`src/rtl/router_pkg.sv`:
```
// Shared types, constants and port-select helpers for the router ingress controller.
package router_pkg;

  localparam int NUM_PORTS = 3;
  localparam int TIMEOUT_DEFAULT = 30;
  localparam logic [1:0] ADDR_INVALID = 2'b11;

  typedef enum logic [2:0] {
    DA,
    WTE,
    LFD,
    LD,
    LP,
    CPE,
    DROP
  } state_t;

  // Pick the flag of the addressed port; the invalid address reads as 0.
  function automatic logic bit_at(input logic [2:0] vec, input logic [1:0] addr);
    case (addr)
      2'd0:    return vec[0];
      2'd1:    return vec[1];
      2'd2:    return vec[2];
      default: return 1'b0;
    endcase
  endfunction

  // One-hot write select for the addressed port; the invalid address selects nothing.
  function automatic logic [2:0] port_onehot(input logic [1:0] addr);
    case (addr)
      2'd0:    return 3'b001;
      2'd1:    return 3'b010;
      2'd2:    return 3'b100;
      default: return 3'b000;
    endcase
  endfunction

endpackage

```
`src/rtl/router_sreset_timer.sv`:
```
// Per-FIFO read timeout: counts cycles a non-empty FIFO goes unread and
// emits a one-cycle soft_reset pulse when the destination has stalled too long.
module router_sreset_timer #(
  parameter int TIMEOUT = router_pkg::TIMEOUT_DEFAULT
) (
  input  logic clock,
  input  logic reset,
  input  logic read_enb,
  input  logic fifo_empty,
  output logic soft_reset
);

  localparam logic [4:0] LAST = 5'(TIMEOUT - 1);

  logic [4:0] count;

  // Count unread non-empty cycles; fire on the cycle after the last allowed one and restart.
  always_ff @(posedge clock) begin
    if (reset) begin
      count      <= '0;
      soft_reset <= 1'b0;
    end else begin
      soft_reset <= 1'b0;
      if (read_enb || fifo_empty) begin
        count <= '0;
      end else if (count == LAST) begin
        count      <= '0;
        soft_reset <= 1'b1;
      end else begin
        count <= count + 5'd1;
      end
    end
  end

endmodule

```
`src/rtl/router_pkt_ctrl.sv`:
```
// Ingress packet controller for the 1x3 router: decodes the header address,
// sequences header/payload/parity writes into the addressed FIFO, checks parity
// and watches each FIFO for a stalled destination.
module router_pkt_ctrl #(
  parameter int TIMEOUT = router_pkg::TIMEOUT_DEFAULT
) (
  input  logic       clock,
  input  logic       reset,
  input  logic       pkt_valid,
  input  logic [7:0] data_in,
  input  logic [2:0] fifo_full,
  input  logic [2:0] fifo_empty,
  input  logic [2:0] read_enb,
  output logic       busy,
  output logic [2:0] write_enb,
  output logic       lfd_state,
  output logic [7:0] dout,
  output logic [2:0] vld_out,
  output logic [2:0] soft_reset,
  output logic       parity_done,
  output logic       err
);

  import router_pkg::*;

  state_t     state;
  logic [7:0] hdr;
  logic [7:0] int_parity;
  logic [7:0] ext_parity;
  logic [1:0] addr;
  logic       port_full;
  logic       port_empty;
  logic       port_sreset;
  logic [2:0] port_sel;

  assign addr        = hdr[1:0];
  assign port_full   = bit_at(fifo_full, addr);
  assign port_empty  = bit_at(fifo_empty, addr);
  assign port_sreset = bit_at(soft_reset, addr);
  assign port_sel    = port_onehot(addr);
  assign vld_out     = ~fifo_empty;

  for (genvar i = 0; i < NUM_PORTS; i++) begin : g_timer
    router_sreset_timer #(.TIMEOUT(TIMEOUT)) u_timer (
      .clock      (clock),
      .reset      (reset),
      .read_enb   (read_enb[i]),
      .fifo_empty (fifo_empty[i]),
      .soft_reset (soft_reset[i])
    );
  end

  // Packet sequencer: state, latched header, running and received parity, error flag.
  always_ff @(posedge clock) begin
    if (reset) begin
      state       <= DA;
      hdr         <= '0;
      int_parity  <= '0;
      ext_parity  <= '0;
      err         <= 1'b0;
      parity_done <= 1'b0;
    end else begin
      parity_done <= 1'b0;
      case (state)
        DA: begin
          if (pkt_valid) begin
            hdr        <= data_in;
            int_parity <= data_in;
            err        <= 1'b0;
            if (data_in[1:0] == ADDR_INVALID)
              state <= DROP;
            else if (bit_at(fifo_empty, data_in[1:0]))
              state <= LFD;
            else
              state <= WTE;
          end
        end
        WTE: begin
          if (port_empty)
            state <= LFD;
        end
        LFD: begin
          state <= port_sreset ? DROP : LD;
        end
        LD: begin
          if (port_sreset)
            state <= DROP;
          else if (!pkt_valid)
            state <= LP;
          else if (!port_full)
            int_parity <= int_parity ^ data_in;
        end
        LP: begin
          if (port_sreset) begin
            state <= DA;
          end else if (!port_full) begin
            ext_parity  <= data_in;
            parity_done <= 1'b1;
            state       <= CPE;
          end
        end
        CPE: begin
          err   <= (int_parity != ext_parity);
          state <= DA;
        end
        DROP: begin
          if (!pkt_valid)
            state <= DA;
        end
        default: state <= DA;
      endcase
    end
  end

  // Source handshake and FIFO write controls decoded from the current state.
  always_comb begin
    busy      = 1'b0;
    write_enb = 3'b000;
    lfd_state = 1'b0;
    dout      = data_in;
    case (state)
      WTE: busy = 1'b1;
      LFD: begin
        busy      = 1'b1;
        lfd_state = 1'b1;
        dout      = hdr;
        write_enb = port_sel;
      end
      LD: begin
        busy = port_full;
        if (pkt_valid && !port_full)
          write_enb = port_sel;
      end
      LP: begin
        busy = port_full;
        if (!port_full)
          write_enb = port_sel;
      end
      CPE: busy = 1'b1;
      default: ;
    endcase
  end

endmodule

```
`config.mk`:
```
export PLATFORM = sky130hd
export DESIGN_NAME = router_pkt_ctrl
export DESIGN_NICKNAME = d
export VERILOG_FILES = /design/src/rtl/router_pkg.sv /design/src/rtl/router_sreset_timer.sv /design/src/rtl/router_pkt_ctrl.sv
export SDC_FILE = /design/constraint.sdc
export NUM_CORES = 1
export LEC_CHECK = 0
export CAP_MARGIN = 30
export CELL_PAD_IN_SITES_DETAIL_PLACEMENT = 1
export CELL_PAD_IN_SITES_GLOBAL_PLACEMENT = 1
export CORE_ASPECT_RATIO = 1.5
export CORE_UTILIZATION = 43
export DETAILED_ROUTE_END_ITERATION = 6
export GPL_TIMING_DRIVEN = 1
export HOLD_SLACK_MARGIN = 0.08
export PLACE_DENSITY_LB_ADDON = 0.1
export RECOVER_POWER = 100
export SLEW_MARGIN = 20
export SYNTH_ARGS = -nofsm -noshare
export SYNTH_HDL_FRONTEND = slang
export SYNTH_SLANG_ARGS = --single-unit
```
`constraint.sdc`:
```
create_clock -name clock -period 3.52 [get_ports clock]
set_clock_uncertainty 0.2 [all_clocks]
set_input_delay 0.88 -clock clock [delete_from_list [all_inputs] [get_ports clock]]
set_output_delay 0.88 -clock clock [all_outputs]
set_load 0.05 [all_outputs]
```
# ---- Word level (Yosys, flattened, before mapping)
# Index checks and enable logic that the tools add are counted.
# W data, S select, Z words.
dict set report word_totals {
  mem_count 0
  elab_cells 104
  inputBits 20
  romBits 0
  out_inout_bits 21
  latch_bits 0
  ff_bits 47
  ramBits 0
}
dict set report op_classes {
  n_mul 0
  magnitude_cmp 0
  mux 37
  add_sub_neg 3
  n_bitwise 5
  n_div 0
  shifts 0
  eq_ne 23
  reduce_logical 24
}
# op count
set op_table {}
lappend op_table {{$mux W8} 5}
lappend op_table {{$mux W3} 11}
lappend op_table {{$pmux W3 S3} 2}
lappend op_table {{$pmux W3 S6} 1}
lappend op_table {{$pmux W8 S2} 1}
lappend op_table {{$add A5 B1 Y5 const B} 3}
lappend op_table {{$eq A5 B5 Y1 const B} 3}
lappend op_table {{$reduce_or A3 Y1} 5}
lappend op_table {{$ne A2 B2 Y1 const B} 6}
lappend op_table {{$pmux W1 S3} 4}
lappend op_table {{$mux W1} 10}
lappend op_table {{$reduce_and A5 Y1} 2}
lappend op_table {{$eq A3 B3 Y1 const B} 3}
lappend op_table {{$ne A8 B8 Y1} 1}
lappend op_table {{$reduce_or A2 Y1} 4}
lappend op_table {{$xor A8 B8 Y8} 1}
lappend op_table {{$eq A2 B2 Y1 const B} 3}
lappend op_table {{$eq A3 B2 Y1 const B} 2}
lappend op_table {{$ne A3 B3 Y1 const B} 2}
lappend op_table {{$eq A2 B1 Y1 const B} 2}
lappend op_table {{$logic_not A2 Y1} 2}
lappend op_table {{$pmux W1 S2} 2}
lappend op_table {{$reduce_and A2 Y1} 2}
lappend op_table {{$reduce_bool A2 Y1} 2}
lappend op_table {{other kinds (9)} 13}

# ---- Depth between registers and ports, before layout
# Gate-level depths: netlist of run 1.
dict set report depth {
  depth_word 10
  ltp_mapped 9
  ltp_nobuf 5
}

# ---- By module
# A second synthesis of run 1 with hierarchy kept.
dict set report unflattened {
  hier_cells 289
  hier_area_um2 2446.1
}
# module seq_area_each_um2 area_per_inst_um2 n_inst cells_each
set modules_own_cells {}
lappend modules_own_cells {router_pkt_ctrl 580.6 1747.9 1 220}
lappend modules_own_cells {router_sreset_timer 120.1 232.7 3 23}

# ---- Worst setup path before layout of run 1
# Ideal clock, no wire load.
dict set report synth_timing {
  path_kind {register -> output}
  startpoint {reg state[2]}
  endpoint {out write_enb[2]}
  setup_slack_ns -0.580
  n_path_buf 1
  stages_incl_launch_ff 7
  t_arrival_ns 3.020
  required_time_ns 2.440
  cell_sequence {dfxtp_1 > clkbuf_1 > inv_1 > nand2_1 > nor2_1 > a21oi_1 > nor3b_1}
}
dict set report synth_between {
  elab_chain_len 2
  elab_cells_between_ends 4
  classes_between {eq/ne: 3; mux: 1}
}
# item line
set synth_rtl {}
lappend synth_rtl {{start: declaration} router_pkt_ctrl.sv:26} ;# state_t state;
lappend synth_rtl {{start signal: assignment} router_pkt_ctrl.sv:83} ;# state <= port_sreset ? DROP : LD;
lappend synth_rtl {{$eq A3 B3 Y1 or $eq A3 B2 Y1 (tied branches)} router_pkt_ctrl.sv:121} ;# case (state)
lappend synth_rtl {{$pmux W3 S3 *} router_pkt_ctrl.sv:121}
lappend synth_rtl {{end: declaration} router_pkt_ctrl.sv:15} ;# output logic [2:0] write_enb,
# Mark *: on every way between the ends. The rest lies on a longest branch, timed or not.

# ---- Worst setup path after layout of run 1
dict set report layout_timing {
  startpoint {in fifo_full[2]}
  endpoint {out busy}
}
dict set report layout_between {
  elab_chain_len 2
}
# item line
set layout_rtl {}
lappend layout_rtl {{start: declaration} router_pkt_ctrl.sv:11} ;# input logic [2:0] fifo_full,
lappend layout_rtl {{$pmux W1 S3} router_pkg.sv:20} ;# case (addr)
lappend layout_rtl {{$pmux W1 S2} router_pkt_ctrl.sv:121}
lappend layout_rtl {{end: declaration} router_pkt_ctrl.sv:14} ;# output logic busy,
# No other way between the ends.

==> metrics.cfg, run 1 <==
[run_status]
status=finished, final reports clean

[sta]
rsz0062_at_grt=false
fmax_mhz=295.3
hold_slack_ps=264.0
period_minus_slack_ps=3386
setup_tns_ps=0
finalCritPeriodShare_pct=96.19
tightest_slew_ps=742.0
setup_viol=0
finalHoldViolCount=0
slew-limit-headroom_pct=50.54
drv_slew=0

[clock_tree]
cts-htree-levels=2
clock_sinks=47
clkLatencyLatePin_ps=310
hold_buffers=0
clockRootBuffer=clkbuf_8
cts_resized=0
cts_tree=built
cts.clk_slew.worst_paths_ps=90
cts_buffer_depth=2
cts_inserted_buffers=5
postCtsSetupBuffers=0

[setup_path]
max_stage_delay_ps=510
cp-end-kind=output port
cp.arrival_ps=2310
critical_path_required_ps=2440
r2r-start=hdr[1]
critical_path.startpoint=fifo_full[2]
cp_cell_sequence=clkdlybuf4s50_1 > mux2i_4 > o2bb2ai_1 > a21oi_1 > o22ai_1 > buf_12
r2r_end=ext_parity[1]
crit_slowest_cell=clkdlybuf4s50_1
reg2reg_slack_ps=860
reg2reg_depth=7
cp-start-kind=primary input
critPathMaxFanout=3
endpoint=busy
critPathKind=in -> out

[die]
fp-row-count=34
die_width_um=65.51
ios=41
start_util_pct=44.63
die_area_um2=6371
die_h_um=97.26
core_um2=5828

[route]
viasPerCell=5.603
vias=2342
drt-initial-drc-count=115
totalWireLength_mm=7.076
routedWlPerCell_um=16.93
ant_nets=0
detail_route.first_pass.iterations=4
drc=0

[pwr]
p_leak_nw=1.278
clock_power_share_pct=19.2
finalPower_mw=2.486
switchingPower_mw=1.028
power.density_nw_per_um2=754.5
internal-power_mw=1.458
ir_drop_mv=0.3600
swShare_pct=41.35
pwr-share-seq_pct=28.8
pwr-share-comb_pct=51.9

[placed_design]
numPortBuffers=40
gp_congestion=0.7505
hpwl_mm=5.141
dp_cells=410

[synthesis]
netlist_instances=302
synth_top_area_share_pct=36.17
yosys_most_used_dff=dfxtp_1
synthesis.nets=328
synth_top_area_cell=dfxtp_1
ys_warn_count=0
seq_area_frac_synth_pct=36.17
async_flop_share_pct=0
synth.area.top_cells=dfxtp_1 (36%), nor2_1 (5.6%), nand2_1 (5.1%)
syn_area_per_cell_um2=8.613
synth_cell_types=46
ys_seq_elements=47
synth_edf_count=0
synthesis.area_um2=2601

[worst_hold_path]
holdCritPathClass=reg -> reg

[global_routing]
antenna_found_initial=0
grt_pass1_vias=2388
grt_pass1_wl_mm=11.74
grt_overflow_total=0
track_usage_pct=24.00
grt_max_degree=29

[final_layout]
drive_gt1_share_pct=12.14
nFillCells=678
final_cell_mix=dfxtp_1 (47), nor2_1 (38), nand2_1 (35), a21oi_1 (14), clkdlybuf4s50_1 (14)
final_common_cell=dfxtp_1
layout.nets=371
fin_cells=418
syn2layout_area_growth_pct=26.65
num_antenna_cells=0

[job]
max-cap-violations=0

sequential cells by signal (all words and copies together) (netlist names):
name,count
g_timer.u_timer.soft_reset,3
g_timer.u_timer.count,15
int_parity,8
state,3
hdr,8
ext_parity,8
parity_done,1
err,1
critical path, delay by kind of cell:
kind	cells	cell delay, ps
AOI/OAI and AO/OA	3	650
buffers and inverters	2	690
muxes	1	80
final cells by class:
type	instances	area (um^2)	share of cell area (%)
Tap cell	72	90.09	2.735
Timing Repair Buffer	56	593.1	18.00
Clock inverter	2	60.06	1.823
Inverter	9	33.78	1.025
Clock buffer	6	72.57	2.203
Multi-Input combinational cell	226	1504	45.65
Sequential cell	47	940.9	28.56
stage by stage:
| stage | worst slack (ps) | instance area [um^2] | util, % |
|---|---|---|---|
| 6_report | 134.0 | 3294 | 56.53 |
| 5_1_grt | 68.61 | 3294 | 56.53 |
| 4_1_cts | 112.8 | 3346 | 57.41 |
| 3_5_place_dp | 114.0 | 3213 | 55.13 |
| 3_3_place_gp | 185.0 | 3213 | 55.13 |
| 2_1_floorplan | 217.3 | 2614 | - |
logic make-up (layout without fill, tap and decap cells):
family                   count (synthesis)  count (layout)  synth area share, %
buffers and inverters                   29              73                6.061
AND/OR/NAND/NOR                        127             127                24.29
XOR/XNOR                                17              17                5.724
multiplexers                            20              20                8.610
AO/OA/AOI/OAI                           56              56                16.26
adder cells (fa/ha/maj)                  6               6                2.886
flip-flops                              47              47                36.17
per-layer routing:
metal / vias up / track usage (%) / wire length (um)
met5: - / 0 / 0
met4: 0 / 10.03 / 228
met3: 17 / 2.700 / 159
met2: 38 / 44.01 / 3843
met1: 1147 / 26.91 / 2844
li1: 1140 / - / -
synthesized netlist by cell type, types with 3 or more instances:
master,count
o22a_1,8
a22oi_1,8
nor4b_1,8
nor3_1,7
mux2_2,9
o22ai_1,3
inv_1,8
nand4_1,4
buf_4,5
a21oi_1,14
a211o_1,8
dfxtp_1,47
mux2i_1,10
ha_1,6
nand2_1,35
xnor2_1,7
xor2_1,10
buf_6,4
nor2_1,39
clkbuf_1,9
o31ai_1,3
nand3_1,8
nor2b_1,13
worst min path at each step:
| stage | from | depth (start not counted) | endpoint | slack (ps) |
|---|---|---|---|---|
| 2_1_floorplan | hdr[2] | 2 | hdr[2] | 230 |
| 3_3_place_gp | hdr[3] | 2 | hdr[3] | 240 |
| 3_5_place_dp | hdr[4] | 2 | hdr[4] | 250 |
| 4_1_cts | hdr[4] | 2 | hdr[4] | 270 |
| 5_1_grt | hdr[3] | 2 | hdr[3] | 290 |
| 6_report | hdr[4] | 2 | hdr[4] | 260 |
power by group through the flow:
stage	Sequential (mW)	Combinational (mW)	Clock, mW
5_1_grt	0.730	1.38	0.502
3_5_place_dp	0.729	1.33	0
6_report	0.716	1.29	0.478
4_1_cts	0.717	1.34	0.486
2_1_floorplan	0.691	0.841	0
3_3_place_gp	0.721	1.31	0
No activity file was read; power rests on OpenSTA's default activity.
==> run 2, diff against run 1 <==
- CELL_PAD_IN_SITES_DETAIL_PLACEMENT: 1 -> default
- CELL_PAD_IN_SITES_GLOBAL_PLACEMENT: 1 -> default
- CORE_UTILIZATION: 43 -> 54
- PLACE_DENSITY: default -> 0.8
- PLACE_DENSITY_LB_ADDON: 0.1 -> default
- SLEW_MARGIN: 20 -> default
- clock period: 3.52 -> 3.3 ns (I/O delays scaled with it)
==> metrics.cfg, run 2 (synthesis results as in run 1) <==
[sta]
drv_slew=0  ; unchanged
setup_viol=0  ; unchanged
finalHoldViolCount=0  ; unchanged
rsz0062_at_grt=false
slew-limit-headroom_pct=31.65  ; -19 points
tightest_slew_ps=1025  ; +283.3 ps
setup_tns_ps=0  ; unchanged
finalCritPeriodShare_pct=96.34
fmax_mhz=314.5
period_minus_slack_ps=3179
worst_slack_ps=120.8  ; -13.23 ps

[global_routing]
track_usage_pct=24.75  ; +0.75 points
grt_max_degree=24  ; -17%
grt_overflow_total=0  ; unchanged
grt_pass1_wl_mm=9.770  ; -17%
grt_pass1_vias=2156  ; -9.7%
antenna_found_initial=0  ; unchanged

[setup_path]
cp-start-kind=primary input
critPathKind=in -> out
critical_path_required_ps=2270  ; -170 ps
cp.arrival_ps=2150  ; -160 ps
critPathMaxFanout=3  ; unchanged
cp-end-kind=output port

[final_layout]
final_cell_mix=dfxtp_1 (47), nor2_1 (38), nand2_1 (35), clkdlybuf4s50_1 (15), buf_4 (14)
num_antenna_cells=0  ; unchanged
largest_register=g_timer.u_timer.count
final_util_pct=71.37  ; +15 points
fin_cells=413  ; -1.2%
layout.nets=375  ; +1.1%
final_common_cell=dfxtp_1
drive_gt1_share_pct=13.47  ; +1.3 points
syn2layout_area_growth_pct=25.64
largest_register_ffs=15  ; unchanged

[route]
vias=2291  ; -2.2%
ant_nets=0  ; unchanged
viasPerCell=5.547  ; -0.99%
detail_route.first_pass.iterations=4  ; unchanged
routedWlPerCell_um=13.83  ; -18%
drt-initial-drc-count=88  ; -23%
drc=0  ; unchanged
totalWireLength_mm=5.712  ; -19%

[clock_tree]
cts-htree-levels=2  ; unchanged
cts_buffer_depth=2  ; unchanged
cts_inserted_buffers=5  ; unchanged
clock_sinks=47  ; unchanged
clkLatencyLatePin_ps=300  ; about the same
clockRootBuffer=clkbuf_8
cts.clk_slew.worst_paths_ps=80  ; about the same
hold_buffers=0  ; unchanged
cts_tree=built

[pwr]
power.density_nw_per_um2=739.7  ; -2.0%
p_leak_nw=1.273  ; -0.43%
ir_drop_mv=0.4428  ; +23%

[placed_design]
pre_cts_ws_ps=61.73  ; -52.25 ps
gp_congestion=0.8425  ; +12%
hpwl_mm=4.179  ; -19%
numPortBuffers=40  ; unchanged
dp_cells=406  ; -0.98%

[die]
core_um2=4579  ; -21%
die_width_um=58.67  ; -10%
die_h_um=87.01  ; -11%
fp-row-count=30  ; -12%
die_area_um2=5105  ; -20%
ios=41  ; unchanged
start_util_pct=56.80  ; +12 points

[job]
max-cap-violations=0  ; unchanged

[run_status]
status=finished, final reports clean

[worst_hold_path]
holdCritPathClass=reg -> reg

-- run 2: timing repair --
item	4_1_cts	5_1_grt
buffers inserted	0	0
hold endpoints to repair	0	0
resized for setup	0	3
endpoints found under the setup margin	0	1
-- run 2: critical path, stage by stage --
cell and delay (ps):
clkdlybuf4s50_1 440, mux2i_4 170, a2bb2oi_2 170, a21oi_2 90, nor3b_2 270, buf_12 170
-- run 2: final timing paths --
path / from / endpoint / slack [ps] / depth (start not counted)
max reg2reg: hdr[1] / ext_parity[2] / 910 / 8
max: fifo_full[2] / write_enb[2] / 120 / 6
min reg2reg: hdr[7] / hdr[7] / 260 / 2
min: hdr[7] / hdr[7] / 260 / 2
-- run 2: area by class of cell --
class	count	area, um^2
clock inverter	1	5.005
timing repair buffer	60	610.6
inverter	9	33.78
fill	365	1311
clock buffer	6	82.58
multi-input combinational	226	1515
sequential	47	940.9
tap	64	80.08
-- run 2: per-stage QoR --
stage                     hold slack, ps  instance area (um^2)  total power, mW
final                              262.0                  3268            2.417
after global routing               281.7                  3268            2.574
after CTS                          259.1                  3331            2.505
after detailed placement           246.8                  3243            2.157
after global placement             241.1                  3243            2.139
after floorplan                    232.9                  2614            1.635
-- run 2: metal layers --
layer	wire length [um]	GRT usage, %	part of all wire [%]	vias to the layer above
li1	-	-	-	1156
met1	2348	28.49	41	1051
met2	2897	43.57	51	69
met3	284	4.309	5.0	15
met4	181	11.69	3.2	0
met5	0	0	0	-
-- run 2: power by group --
part / internal [mW] / switching [mW] / total, mW
combinational: 0.571 / 0.739 / 1.31
sequential: 0.658 / 0.101 / 0.759
clock: 0.165 / 0.183 / 0.348
